`src/rtl/pwm_ramp_controller.sv`:
```
// Ramps a PWM duty toward a commanded target, one step every STEP_DIV PWM periods; cmd_ready gates new commands.
// Latency: outputs registered, one cycle after accept / period_end. Optional soft stop under macro PWM_RAMP_SOFTSTOP_EN.
module pwm_ramp_controller #(
    parameter int WIDTH    = 8,
    parameter int STEP_DIV = 4
) (
    input  logic             clk,
    input  logic             rst,
    input  logic             enable,
    input  logic             cmd_valid,
    output logic             cmd_ready,
    input  logic [WIDTH-1:0] cmd_duty,
    input  logic [WIDTH-1:0] cmd_period,
    input  logic [WIDTH-1:0] cmd_step,
    input  logic             period_end,
    output logic [WIDTH-1:0] duty,
    output logic [WIDTH-1:0] period,
    output logic             pwm_enable,
    output logic             busy,
    output logic             done
);

`ifdef PWM_RAMP_SOFTSTOP_EN
    typedef enum logic [1:0] {IDLE, RAMP, HOLD, STOP} state_t;
`else
    typedef enum logic [1:0] {IDLE, RAMP, HOLD} state_t;
`endif

    localparam logic [7:0] DIV_LAST = 8'(STEP_DIV - 1);

    state_t           state;
    logic [WIDTH-1:0] target;
    logic [WIDTH-1:0] step_size;
    logic [WIDTH-1:0] shadow;
    logic             pend;
    logic [7:0]       div;
    logic             accept;
    logic [WIDTH:0]   up_sum;
    logic [WIDTH-1:0] step_nxt;

    // Ready is a decode of the registered state, qualified by enable and forced low in reset.
    assign cmd_ready = enable && !rst && (state == IDLE || state == HOLD);
    assign accept    = cmd_valid && cmd_ready;

    // Saturating step toward the target; the upward sum is one bit wider so it cannot wrap.
    always_comb begin
        up_sum   = {1'b0, duty} + {1'b0, step_size};
        step_nxt = target;
        if (duty < target) begin
            step_nxt = (up_sum > {1'b0, target}) ? target : up_sum[WIDTH-1:0];
        end else if ((duty - target) > step_size) begin
            step_nxt = duty - step_size;
        end
    end

    always_ff @(posedge clk or posedge rst) begin
        if (rst) begin
            state      <= IDLE;
            duty       <= '0;
            period     <= '0;
            pwm_enable <= 1'b0;
            busy       <= 1'b0;
            done       <= 1'b0;
            target     <= '0;
            step_size  <= '0;
            shadow     <= '0;
            pend       <= 1'b0;
            div        <= '0;
        end else begin
            done <= 1'b0;
            if (state != IDLE && period_end && pend && !accept) begin
                period <= shadow;
                pend   <= 1'b0;
            end
            if ((state == RAMP || state == HOLD) && !enable) begin
`ifdef PWM_RAMP_SOFTSTOP_EN
                if (duty == '0) begin
                    state      <= IDLE;
                    pwm_enable <= 1'b0;
                    busy       <= 1'b0;
                    div        <= '0;
                    pend       <= 1'b0;
                end else begin
                    state  <= STOP;
                    target <= '0;
                    busy   <= 1'b1;
                    div    <= '0;
                end
`else
                state      <= IDLE;
                pwm_enable <= 1'b0;
                duty       <= '0;
                busy       <= 1'b0;
                div        <= '0;
                pend       <= 1'b0;
`endif
            end else begin
                case (state)
                    IDLE, HOLD: begin
                        if (accept) begin
                            target    <= cmd_duty;
                            step_size <= (cmd_step == '0) ? WIDTH'(1) : cmd_step;
                            div       <= '0;
                            if (state == IDLE) begin
                                period     <= cmd_period;
                                pwm_enable <= 1'b1;
                                duty       <= '0;
                            end else begin
                                shadow <= cmd_period;
                                pend   <= 1'b1;
                            end
                            if (cmd_duty == ((state == IDLE) ? '0 : duty)) begin
                                state <= HOLD;
                                done  <= 1'b1;
                            end else begin
                                state <= RAMP;
                                busy  <= 1'b1;
                            end
                        end
                    end
                    default: begin
                        if (period_end) begin
                            if (div == DIV_LAST) begin
                                div  <= '0;
                                duty <= step_nxt;
                                if (step_nxt == target) begin
                                    busy <= 1'b0;
`ifdef PWM_RAMP_SOFTSTOP_EN
                                    if (state == STOP) begin
                                        state      <= IDLE;
                                        pwm_enable <= 1'b0;
                                        pend       <= 1'b0;
                                    end else
`endif
                                    begin
                                        state <= HOLD;
                                        done  <= 1'b1;
                                    end
                                end
                            end else begin
                                div <= div + 8'd1;
                            end
                        end
                    end
                endcase
            end
        end
    end

endmodule

```
`config.mk`:
```
export PLATFORM = sky130hd
export DESIGN_NAME = pwm_ramp_controller
export DESIGN_NICKNAME = d
export VERILOG_FILES = /design/src/rtl/pwm_ramp_controller.sv
export SDC_FILE = /design/constraint.sdc
export NUM_CORES = 1
export LEC_CHECK = 0
export ABC_CLOCK_PERIOD_IN_PS = 4200
export CORE_MARGIN = 2
export CORE_UTILIZATION = 40
export CTS_BUF_LIST = sky130_fd_sc_hd__clkbuf_8 sky130_fd_sc_hd__clkbuf_16
export CTS_CLUSTER_DIAMETER = 150
export DETAILED_ROUTE_END_ITERATION = 8
export GPL_TIMING_DRIVEN = 0
export PLACE_DENSITY = 0.7
export SYNTH_ARGS = -nofsm -noshare
export SYNTH_HDL_FRONTEND = slang
export SYNTH_SLANG_ARGS = --single-unit
```
`constraint.sdc`:
```
create_clock -name clk -period 4.2 [get_ports clk]
set_input_delay 0.63 -clock clk [delete_from_list [all_inputs] [get_ports clk]]
set_output_delay 0.63 -clock clk [all_outputs]
set_load 0.05 [all_outputs]
```
==> flow_metrics.tcl <==
set metrics [dict create \
    cts_tree "yes" \
    wl_per_cell_um 16.90 \
    synthesis.instances 475 \
    synth_area_mm2 0.004253 \
    yosysWarningCount 0 \
    ys_seq_area_frac 0.3177 \
    crit_slowest_cell "dfrtp_1" \
    yosysUniqueCellTypes 76 \
    cts_made_buffers 5 \
    final_cell_mix "dfrtp_1, clkdlybuf4s50_1, nand2_1" \
    drtIter0Drc 256 \
    yosys.area.top_type "dfrtp_1" \
    track_usage 0.2053 \
    die_w_um 107.1 \
    vias_per_cell 5.556 \
    crit_chain "ha_4, inv_1, fa_2, o21ba_4, nor4_4, nor3_2, xnor2_2, ha_1, a21o_1, a211oi_1, a211o_1, and4_4, o21ai_4, a31oi_1, a31oi_1, and4bb_4, a41o_1" \
    relSlewSlack 0.5545 \
    antenna_found_initial 0 \
    drv_cap 0 \
    crit_top_cell "a31oi_1" \
    gp_congestion 0.9172 \
    skew_ps 13.44 \
    grt_max_degree 31 \
    finalCritPeriodShare 0.9642 \
    synth_edf_count 0 \
    num_io_pins 49 \
    grt_overflow 0 \
    die_h_um 107.1 \
    clock-sinks 54 \
    cp_max_fo 6 \
    clkTransAtPathRegs_ps 110 \
    firstDrtPassIters 5 \
    syn_avg_cell_area_um2 8.953 \
    ctsHoldBuffers 0 \
    whs_ps 497.2 \
    grt_pass1_wl_um 18670 \
    worstSetupPathType "register to register" \
    ys.flop_type "dfrtp_1" \
    wl_um 11640 \
    holdCritStartpoint "div[6]" \
    ys_ff_latch 54 \
    crit_path_end_kind "register" \
    clock_path_buffers 2 \
    initial_utilization 0.4120 \
    route.detailed.drc 0 \
    arrival_ps 4310 \
    cp-start-kind "register" \
    ant_nets 0 \
    max_stage_delay_ps 430 \
    r2r-start "step_size[0]" \
    clk_latency_ps 320 \
    clk_root_buffer_cell "clkbuf_8" \
    place_hpwl_um 8773 \
    synth.net_count 549 \
    cp.required_ps 4460 \
    critPathTopFamily "compound AO/OA/AOI/OAI gates" \
    synth.area.top_cells "dfrtp_1, ha_1, nand2_1" \
    num-nets-final 626 \
    status "complete, no violations" \
    startpoint "step_size[0]" \
    core_mm2 0.01032 \
    drv_slew 0 \
    hp-class "register to register" \
    vias 3828 \
    setup_viol 0 \
    synth_top_area_share 0.3177 \
    crit_buf_inv 1 \
    dieArea_mm2 0.01147 \
    synthArstFlopShare 1.000 \
    areaGrowthSynthToFinish_pct 25.12 \
    drive_gt1_frac 0.1700 \
    antenna_cells 0 \
    fmax_mhz 246.9 \
    period_minus_slack_ps 4050 \
    tightest_slew_ps 662.1 \
    first_global_vias 3847 \
    final-hold-violation-count 0 \
    cts_htree_levels 2 \
    fp-row-count 37 \
    io_buffers 48 \
]
-- state kept, by name (all words and copies together) (netlist names) --
| signal | flops |
|---|---|
| div | 8 |
| shadow | 8 |
| pend | 1 |
| busy | 1 |
| pwm_enable | 1 |
| target | 8 |
| duty | 8 |
| period | 8 |
| done | 1 |
| state | 2 |
| step_size | 8 |
-- worst paths after layout --
check                      endpoint  cells past startpoint  slack (ps)
setup / recovery               done                     17         150
max in group asynchronous   duty[3]                      3        2910
hold / removal               div[6]                      1         500
setup reg to reg               done                     17         150
min in group asynchronous      done                      2         720
hold reg to reg              div[6]                      1         500
-- synth_stat cells, drive strengths merged, types with 5 or more instances --
library cell and n:
a21o 7, a21oi 29, mux2 8, nor3 11
xor2 10, nand3 7, xnor2 19, nor2b 5
o21ai 36, buf 7, dfrtp 54, inv 33
ha 42, nand2 49, o22ai 6, and2 5
o31ai 5, mux2i 8, a31oi 10, nand2b 7
nor2 47, clkbuf 6
-- repair_timing --
item	4_1_cts	5_1_grt
pin swaps	2	15
gates resized for setup	10	23
setup endpoints to repair	4	5
setup buffers	6	16
hold endpoints to repair	0	0
-- per-layer routing --
metal / vias up / global-route usage / wire length, um
li1: 1845 / - / -
met1: 1834 / 0.2683 / 5006
met2: 117 / 0.3382 / 5560
met3: 32 / 0.02432 / 555
met4: 0 / 0.09555 / 518
met5: - / 0 / 0
-- cells by family after synthesis --
group | Yosys count | synth area share
AOI/OAI and AO/OA | 127 | 0.1983
muxes | 16 | 0.04001
and+or+nand+nor | 157 | 0.1901
adders and majority gates | 45 | 0.1377
DFF | 54 | 0.3177
buffers and inverters | 46 | 0.04766
xor gates and xnor gates | 30 | 0.06855
-- per-stage QoR --
step	instance area, um2	utilization	setup WS [ps]	TNS, ps	cells
detailed placement	4928	0.4774	-185.6	-499.4	660
global route	5321	0.5155	-8.562	-9.783	689
global placement	4908	0.4755	-143.0	-328.3	659
CTS	5104	0.4944	14.59	0	674
floorplan	4258	-	82.76	0	475
finish	5321	0.5155	150.2	0	689
-- area by class of cell --
type                    count  area, um2
inverters                  33      123.9
clock inverters             3      28.78
repair buffers             71      669.4
flip-flops and latches     54       1359
plain buffers              12      77.57
clock buffers               5      68.82
well taps                 136      170.2
fillers                   953       5002
multi-input cells         375       2824
Power is not shown: default switching activity piles up to over one toggle a cycle in this logic, so the estimate is an artifact.
